$ cat src/rtl/traffic_light_monitor.sv
// traffic_light_monitor
// Passive safety checker for the two-road light bus. It registers both 3-bit
// one-hot light codes, tracks each road's phase and raises sticky error flags:
//   [0] onehot, [1] conflict, [2] seq, [3] time.
// It also counts completed road-2 signal cycles.
// Optional macro TRAFFIC_MON_TIMING_EN adds the tick prescaler, the per-road
// phase-duration counters and the time check. Without it, err_vec[3] stays 0.
module traffic_light_monitor #(
  parameter int TICK_DIV = 4,
  parameter int CW       = 8,
  parameter int YEL_MIN  = 2,
  parameter int YEL_MAX  = 3,
  parameter int GRN_MIN  = 10
) (
  input  logic       clk,
  input  logic       rst_n,
  input  logic       clr,
  input  logic [2:0] road1_in,
  input  logic [2:0] road2_in,
  output logic [3:0] err_vec,
  output logic       alarm,
  output logic [7:0] cycle_cnt
);

  typedef enum logic [2:0] {
    PH_UNK    = 3'd0,
    PH_RED    = 3'd1,
    PH_YEL_UP = 3'd2,
    PH_GRN    = 3'd3,
    PH_YEL_DN = 3'd4
  } phase_t;

  localparam logic [2:0] CODE_RED = 3'b001;
  localparam logic [2:0] CODE_YEL = 3'b010;
  localparam logic [2:0] CODE_GRN = 3'b100;

  logic [2:0] s1, s2;
  phase_t     ph1_reg, ph1_next, ph2_reg, ph2_next;
  logic       valid1, valid2;
  logic       onehot_hit, conflict_hit, seq_hit, time_hit, cycle_hit;
  logic [3:0] err_next;

  function automatic logic is_valid(input logic [2:0] code);
    return (code == CODE_RED) || (code == CODE_YEL) || (code == CODE_GRN);
  endfunction

  // Next phase for one road. Invalid codes hold the phase. UNK waits for RED.
  // Yellow is ambiguous, so the current phase decides whether it is the
  // rising (after red) or falling (after green) yellow.
  function automatic phase_t phase_step(input phase_t ph, input logic [2:0] code);
    phase_t nxt;
    nxt = ph;
    if (ph == PH_UNK) begin
      if (code == CODE_RED) nxt = PH_RED;
    end else begin
      case (code)
        CODE_RED: nxt = PH_RED;
        CODE_GRN: nxt = PH_GRN;
        CODE_YEL: begin
          if (ph == PH_RED)      nxt = PH_YEL_UP;
          else if (ph == PH_GRN) nxt = PH_YEL_DN;
        end
        default: nxt = ph;
      endcase
    end
    return nxt;
  endfunction

  // A phase change that skips its legal successor.
  function automatic logic seq_bad(input phase_t ph, input phase_t nxt);
    return ((ph == PH_RED)    && (nxt == PH_GRN)) ||
           ((ph == PH_YEL_UP) && (nxt == PH_RED)) ||
           ((ph == PH_GRN)    && (nxt == PH_RED)) ||
           ((ph == PH_YEL_DN) && (nxt == PH_GRN));
  endfunction

  // Input stage: capture the light bus. Both roads reset to RED.
  always_ff @(posedge clk or negedge rst_n) begin
    if (!rst_n) begin
      s1 <= CODE_RED;
      s2 <= CODE_RED;
    end else begin
      s1 <= road1_in;
      s2 <= road2_in;
    end
  end

  // Phase decode for both roads from the registered samples.
  always_comb begin
    valid1   = is_valid(s1);
    valid2   = is_valid(s2);
    ph1_next = phase_step(ph1_reg, s1);
    ph2_next = phase_step(ph2_reg, s2);
  end

  // Per-road phase state registers. Both roads re-synchronise through UNK.
  always_ff @(posedge clk or negedge rst_n) begin
    if (!rst_n) begin
      ph1_reg <= PH_UNK;
      ph2_reg <= PH_UNK;
    end else begin
      ph1_reg <= ph1_next;
      ph2_reg <= ph2_next;
    end
  end

`ifdef TRAFFIC_MON_TIMING_EN
  localparam int             PW       = (TICK_DIV > 1) ? $clog2(TICK_DIV) : 1;
  localparam logic [PW-1:0]  PRE_LAST = PW'(TICK_DIV - 1);
  localparam logic [CW-1:0]  YEL_LO   = CW'(YEL_MIN);
  localparam logic [CW-1:0]  YEL_HI   = CW'(YEL_MAX);
  localparam logic [CW-1:0]  GRN_LO   = CW'(GRN_MIN);

  logic [PW-1:0] pre_reg;
  logic          tick;
  logic          chg1, chg2;
  logic [CW-1:0] dur1_reg, dur1_next, dur2_reg, dur2_next;

  // Duration rule for leaving a phase. UNK and RED have no limit.
  function automatic logic time_bad(input phase_t ph, input logic [CW-1:0] dur);
    case (ph)
      PH_YEL_UP, PH_YEL_DN: return (dur < YEL_LO) || (dur > YEL_HI);
      PH_GRN:               return dur < GRN_LO;
      default:              return 1'b0;
    endcase
  endfunction

  // A phase change clears the counter and swallows a coincident tick.
  // Invalid samples freeze the counter. The counter saturates at all-ones.
  function automatic logic [CW-1:0] dur_step(input logic [CW-1:0] dur, input logic chg,
                                             input logic valid, input logic tk);
    if (chg)                            return '0;
    else if (valid && tk && dur != '1)  return dur + 1'b1;
    else                                return dur;
  endfunction

  assign tick = (pre_reg == PRE_LAST);

  // Free-running prescaler producing a one-cycle tick every TICK_DIV clocks.
  always_ff @(posedge clk or negedge rst_n) begin
    if (!rst_n)    pre_reg <= '0;
    else if (tick) pre_reg <= '0;
    else           pre_reg <= pre_reg + 1'b1;
  end

  // Phase-change detection, counter update and exit-duration check.
  always_comb begin
    chg1      = (ph1_next != ph1_reg);
    chg2      = (ph2_next != ph2_reg);
    dur1_next = dur_step(dur1_reg, chg1, valid1, tick);
    dur2_next = dur_step(dur2_reg, chg2, valid2, tick);
    time_hit  = (chg1 && time_bad(ph1_reg, dur1_reg)) ||
                (chg2 && time_bad(ph2_reg, dur2_reg));
  end

  // Per-road phase-duration counters in ticks.
  always_ff @(posedge clk or negedge rst_n) begin
    if (!rst_n) begin
      dur1_reg <= '0;
      dur2_reg <= '0;
    end else begin
      dur1_reg <= dur1_next;
      dur2_reg <= dur2_next;
    end
  end
`else
  assign time_hit = 1'b0;
`endif

  // Error sources for this sample, plus the sticky-flag update. clr loses to a
  // new error in the same cycle.
  always_comb begin
    onehot_hit   = !valid1 || !valid2;
    conflict_hit = valid1 && valid2 && (s1 != CODE_RED) && (s2 != CODE_RED);
    seq_hit      = seq_bad(ph1_reg, ph1_next) || seq_bad(ph2_reg, ph2_next);
    cycle_hit    = (ph2_reg == PH_YEL_DN) && (ph2_next == PH_RED);
    err_next     = (clr ? 4'b0000 : err_vec) |
                   {time_hit, seq_hit, conflict_hit, onehot_hit};
  end

  // Sticky error flags and the completed-cycle counter.
  always_ff @(posedge clk or negedge rst_n) begin
    if (!rst_n) begin
      err_vec   <= 4'b0000;
      cycle_cnt <= 8'd0;
    end else begin
      err_vec <= err_next;
      if (cycle_hit) cycle_cnt <= cycle_cnt + 8'd1;
    end
  end

  assign alarm = |err_vec;

endmodule

$ cat config.mk
export PLATFORM = sky130hd
export DESIGN_NAME = traffic_light_monitor
export DESIGN_NICKNAME = d
export VERILOG_FILES = /design/src/rtl/traffic_light_monitor.sv
export SDC_FILE = /design/constraint.sdc
export NUM_CORES = 1
export LEC_CHECK = 0
export ABC_AREA = 0
export BUFFER_PORTS_ARGS = -buffer_cell sky130_fd_sc_hd__buf_2
export CORE_MARGIN = 8
export CORE_UTILIZATION = 50
export CTS_BUF_LIST = sky130_fd_sc_hd__clkbuf_4
export DETAILED_ROUTE_END_ITERATION = 8
export GPL_TIMING_DRIVEN = 0
export PLACE_DENSITY = 0.71
export SLEW_MARGIN = 20
export SYNTH_ARGS = -nofsm -noshare
export SYNTH_HDL_FRONTEND = slang
export SYNTH_SLANG_ARGS = --single-unit
$ cat constraint.sdc
create_clock -name clk -period 1.64 [get_ports clk]
set_clock_uncertainty 0.05 [all_clocks]
set_input_delay 0.246 -clock clk [delete_from_list [all_inputs] [get_ports clk]]
set_output_delay 0.246 -clock clk [all_outputs]
set_load 0.03 [all_outputs]
==> out/qor.yml, run 1 <==
routing:
  vias: 937
  wl_per_cell_um: 13.31
  drc: 0
  routed_wl_mm: 2.290
  drtPass1Iterations: 4
  ant_nets: 0
  via_per_inst: 5.448
  first_iter_violations: 30
cells_and_area:
  num-nets-final: 155
  diodes: 0
  drive_gt1_share_pct: 27.78
  top_register: "cycle_cnt"
  largest_reg_flops: 8
  area_delta_synth_final_pct: 20.26
  design_area_mm2: 0.001396
sta:
  layout_setup_ws_ns: 0.07647
  finalMaxSlewViolations: 0
  fin_crit_sh_pct: 95.34
  setup_viol: 0
  hold_viol_final: 0
  fin_crit_ns: 1.564
  hold_ws_ns: 0.1903
  max_freq_mhz: 639.6
  fin_setup_tns_ns: 0
  rsz0062_at_grt: "false"
floorplan:
  start_util_pct: 52.49
  core_mm2: 0.002212
  dieArea_mm2: 0.004120
  die_w_um: 64.19
  num_io_pins: 22
  rows: 17
  die_h_um: 64.19
synthesis:
  seq_area_frac_synth_pct: 49.78
  synth_area_leaders: "dfrtp_1 45%, xnor2_1 6.0%, dfstp_2 4.5%"
  synthDistinctLibCells: 35
  postSynth.asyncResetShare_pct: 100.0
  netlist_area_mm2: 0.001161
  synth-edff-count: 0
  yosysWarnings: 0
  synth.most_common_cell: "dfrtp_1"
  synth_top_area_share_pct: 45.26
  syn_inst: 113
  synthesis.nets: 123
  synth_top_cell_by_area: "dfrtp_1"
  synth_ff_type: "dfrtp_1"
  synth-seq-cells: 23
  avgSynthCellArea_um2: 10.28
  ys_top_cells_by_count: "21 x dfrtp_1, 8 x a21oi_1, 8 x nor2_1, 8 x xnor2_1, 6 x nand4_1"
worst_setup_path:
  worstSetupPathType: "reg2out"
  slowest_stage: "dfrtp_1"
  cp_cell_sequence: "or3_1 > buf_2"
  worstSetupStartpoint: "err_vec[1]"
  worstPathMaxFanout: 3
  startpoint_type: "register"
  worstPathArrival_ns: 1.27
  slowest_delay_ns: 0.41
  cp-end-kind: "primary output"
  cp.required_ns: 1.34
  crit-reg2reg-launch: "s2[0]"
hold_path:
  hp-start: "clr"
  min_path_type: "in2reg"
place:
  gp_congestion: 0.8209
  postPlaceCellArea_mm2: 0.001296
  port_buffers: 20
  hpwlAfterDp_mm: 1.687
  place_ws_ns: 0.1016
power_and_ir_drop:
  power.leakage_nw: 0.6460
  power_density_mw_per_mm2: 993.2
  irDropWorstVdd_mv: 0.7676
grt:
  grt_pass1_wl_mm: 3.870
  antenna_found_initial: 0
  grt_usage_pct: 11.26
  grt_max_degree: 24
  gr-total-overflow: 0
  first_global_vias: 905
clocking:
  cts.sinks: 23
  cts_inserted_buffers: 3
  cts_root_buffer: "clkbuf_4"
  clk_pin_slew_worst_paths_ns: 0.13
  clk_latency_ns: 0.30
  h-tree-depth: 1
  cts.path.max_buffers: 2
  cts_tree: "done"
status:
  outcome: "complete, no violations"
job:
  maxCapViolCount: 0
[cells in the final DEF, fill, tap and decap left out, types with 2 or more instances in the layout]
master and instances:
buf_2 25, dfrtp_1 21, a21oi_1 8, xnor2_1 8, nor2_1 7, dlygate4sd3_1 7, nand4_1 6, inv_1 5
nand2_1 5, o21ai_0 5, a31oi_1 4, xor2_1 4, clkbuf_1 3, clkbuf_4 3, buf_6 2, o32ai_1 2
o22a_1 2, nor2b_1 2, and4_1 2, nand2b_1 2, nor4_1 2, dfstp_2 2
[routing by layer]
layer / vias to the layer above / track usage [%] / wire (µm)
met5: - / 0 / 0
met4: 0 / 2.452 / 8
met3: 2 / 3.484 / 140
met2: 34 / 19.07 / 1128
met1: 442 / 13.72 / 1013
li1: 459 / - / -
[cell type report]
type / instances / area, µm²
buffer: 12 / 71.32
sequential: 23 / 578.1
fill: 197 / 815.8
inverter: 5 / 18.77
timing repair buffer: 27 / 170.2
tap: 28 / 35.03
clock buffer: 3 / 22.52
clock inverter: 1 / 5.005
multi-input combinational: 73 / 495.5
[path summary, 6_finish.rpt]
| kind | cells past startpoint | to | slack (ns) |
|---|---|---|---|
| setup / recovery | 2 | alarm | 0.08 |
| hold / removal | 3 | err_vec[1] | 0.19 |
| setup reg to reg | 3 | ph2_reg[1] | 0.09 |
| hold reg to reg | 1 | cycle_cnt[7] | 0.43 |
| max in group asynchronous | 2 | s1[0] | 0.83 |
| min in group asynchronous | 2 | s2[1] | 0.37 |
[critical path: cells and delay by family, from the launching register on]
family        cells  cell delay [ns]
simple gates      1             0.37
flops             1             0.41
buf+inv           1             0.19
[repair_timing]
item | CTS | global route
hold buffers | 7 | 0
gates resized for setup | 0 | 1
buffers inserted | 0 | 0
endpoints found under the setup margin | 0 | 1
hold endpoints to repair | 27 | 0
[through the flow]
| step | total power, mW | instances | util, % |
|---|---|---|---|
| after floorplan | 1.012 | 113 | - |
| after global placement | 1.099 | 161 | 58.60 |
| after detailed placement | 1.126 | 161 | 58.60 |
| after CTS | 1.396 | 172 | 63.01 |
| after global routing | 1.470 | 172 | 63.12 |
| final | 1.387 | 172 | 63.12 |
[cell families after synthesis]
group,share of synthesized area (%)
simple gates,15.84
compound gates,15.19
flops,49.78
buf+inv,7.758
xor+xnor,9.052
fa+ha+maj,1.077
other cells,0.3230
mux,0.9698
[report_power, final]
| part | switching (mW) | leakage, nW | internal [mW] |
|---|---|---|---|
| clock | 0.164 | 0.0177 | 0.0908 |
| sequential | 0.0575 | 0.290 | 0.639 |
| combinational | 0.261 | 0.339 | 0.175 |
Power figures use the tool's default switching activity.
==> run 2: changes to the inputs <==
--- a/config.mk
+++ b/config.mk
@@ -12,7 +12,7 @@
 export CTS_BUF_LIST = sky130_fd_sc_hd__clkbuf_4
 export DETAILED_ROUTE_END_ITERATION = 8
 export GPL_TIMING_DRIVEN = 0
-export PLACE_DENSITY = 0.71
+export PLACE_DENSITY = 0.69
 export SLEW_MARGIN = 20
 export SYNTH_ARGS = -nofsm -noshare
 export SYNTH_HDL_FRONTEND = slang
==> out/qor.yml, run 2 (synthesis results as in run 1) <==
sta:
  hold_viol_final: 0  # unchanged
  fin_crit_ns: 1.551  # -0.01281 ns
  hold_ws_ns: 0.2170  # +0.02673 ns
  fin_setup_tns_ns: 0  # unchanged
  setup_viol: 0  # unchanged
  max_freq_mhz: 644.9  # +0.83%
  finalMaxSlewViolations: 0  # unchanged
  fin_crit_sh_pct: 94.56  # -0.78 points
  rsz0062_at_grt: "false"
routing:
  wl_per_cell_um: 14.19  # +6.6%
  via_per_inst: 5.363  # -1.6%
  drc: 0  # unchanged
  ant_nets: 0  # unchanged
  drtPass1Iterations: 4  # unchanged
  vias: 917  # -2.1%
  routed_wl_mm: 2.426  # +5.9%
  first_iter_violations: 37  # +23%
power_and_ir_drop:
  power.leakage_nw: 0.6453  # -0.11%
  power_density_mw_per_mm2: 1005  # +1.2%
  irDropWorstVdd_mv: 0.7126  # -7.2%
floorplan:
  start_util_pct: 52.49  # unchanged
  num_io_pins: 22  # unchanged
  die_h_um: 64.19  # unchanged
  rows: 17  # unchanged
  dieArea_mm2: 0.004120  # unchanged
  die_w_um: 64.19  # unchanged
  core_mm2: 0.002212  # unchanged
cells_and_area:
  layout_commonest_cell: "buf_2"
  diodes: 0  # unchanged
  layout_common_cells: "25 x buf_2, 21 x dfrtp_1, 8 x a21oi_1, 8 x nor2_1, 8 x xnor2_1"
  drive_gt1_share_pct: 27.27  # -0.51 points
  area_delta_synth_final_pct: 19.94
  top_register: "cycle_cnt"
  fillCellCount: 189  # -4.1%
  largest_reg_flops: 8  # unchanged
  final_core_util_pct: 62.95  # -0.17 points
  num-nets-final: 154  # -0.65%
clocking:
  clk_pin_slew_worst_paths_ns: 0.12  # about the same
  postCtsSetupBuffers: 0  # unchanged
  clk_latency_ns: 0.30  # about the same
  cts.path.max_buffers: 2  # unchanged
  cts_tree: "done"
  cts_root_buffer: "clkbuf_4"
  cts_inserted_buffers: 3  # unchanged
  h-tree-depth: 1  # unchanged
  cts.sinks: 23  # unchanged
place:
  hpwlAfterDp_mm: 1.680  # -0.41%
  gp_congestion: 0.8454  # +3.0%
  port_buffers: 20  # unchanged
hold_path:
  min_path_type: "in2reg"
  min_to: "err_vec[1]"
  hp-start: "clr"
  whs_path_depth: 3  # unchanged
grt:
  grt_max_degree: 24  # unchanged
  first_global_vias: 929  # +2.7%
  grt_pass1_wl_mm: 4.353  # +12%
  gr-total-overflow: 0  # unchanged
  antenna_found_initial: 0  # unchanged
  grt_usage_pct: 12.62  # +1.4 points
status:
  outcome: "complete, no violations"
job:
  maxCapViolCount: 0  # unchanged
worst_setup_path:
  cp.required_ns: 1.34  # about the same
  cp-end-kind: "primary output"
  r2r_cells: 5  # +2
  worstPathArrival_ns: 1.25  # -0.02 ns
  rr_endpoint: "cycle_cnt[1]"
  r2r_slack_ns: 0.10  # about the same
  worstPathMaxFanout: 3  # unchanged
  crit-reg2reg-launch: "ph2_reg[0]"
  worstSetupPathType: "reg2out"
  startpoint_type: "register"
[run 2: cell types whose count changed in the layout (fill, tap and decap cells not counted), sizes merged]
cell and change:
clkinv -1
[run 2: what timing repair did]
item	4_1_cts	5_1_grt
hold endpoints to repair	27	0
resized for setup	0	0
endpoints found under the setup margin	0	1
hold buffers	7	0
[run 2: how the worst max path moves through the flow]
| stage | start | end | slack [ns] |
|---|---|---|---|
| after floorplan | s2[1] | cycle_cnt[7] | 0.20 |
| after global placement | ph2_reg[0] | cycle_cnt[1] | 0.13 |
| after detailed placement | ph2_reg[0] | cycle_cnt[1] | 0.11 |
| after CTS | err_vec[1] | alarm | 0.08 |
| after global routing | ph2_reg[0] | cycle_cnt[1] | 0.002 |
| final | err_vec[1] | alarm | 0.09 |
[run 2: layer usage]
metal / global-route usage [%] / wire [µm] / part of all wire, % / vias up
met5: 0 / 0 / 0 / -
met4: 3.270 / 7 / 0.29 / 0
met3: 3.310 / 143 / 5.9 / 2
met2: 19.82 / 1103 / 45 / 24
met1: 16.80 / 1170 / 48 / 434
li1: - / - / - / 457
[run 2: area by class of cell]
type                       instances  area [µm²]  area share (%)
sequential                        23       578.1           41.51
multi-input combinational         73       493.0           35.40
timing repair buffer              27       170.2           12.22
buffer                            11       67.56           4.852
tap                               28       35.03           2.516
clock buffer                       4       30.03           2.156
inverter                           5       18.77           1.348
[run 2: metrics by stage]
stage / instances / worst slack [ns] / total power, mW / instance area [µm²]
floorplan: 113 / 0.2046 / 1.012 / 1161
CTS: 172 / 0.08118 / 1.402 / 1396
global route: 171 / 0.002150 / 1.488 / 1393
global placement: 161 / 0.1349 / 1.098 / 1296
finish: 171 / 0.08928 / 1.400 / 1393
detailed placement: 161 / 0.1112 / 1.124 / 1296
[run 2: where the power goes]
group	switching (mW)	internal, mW	total [mW]
sequential	0.0698	0.639	0.709
combinational	0.249	0.171	0.420
clock	0.160	0.111	0.272
[run 2: critical path, stage by stage (launching register included)]
cell,delay (ns)
dfrtp_1,0.41
or3_1,0.36
buf_2,0.18
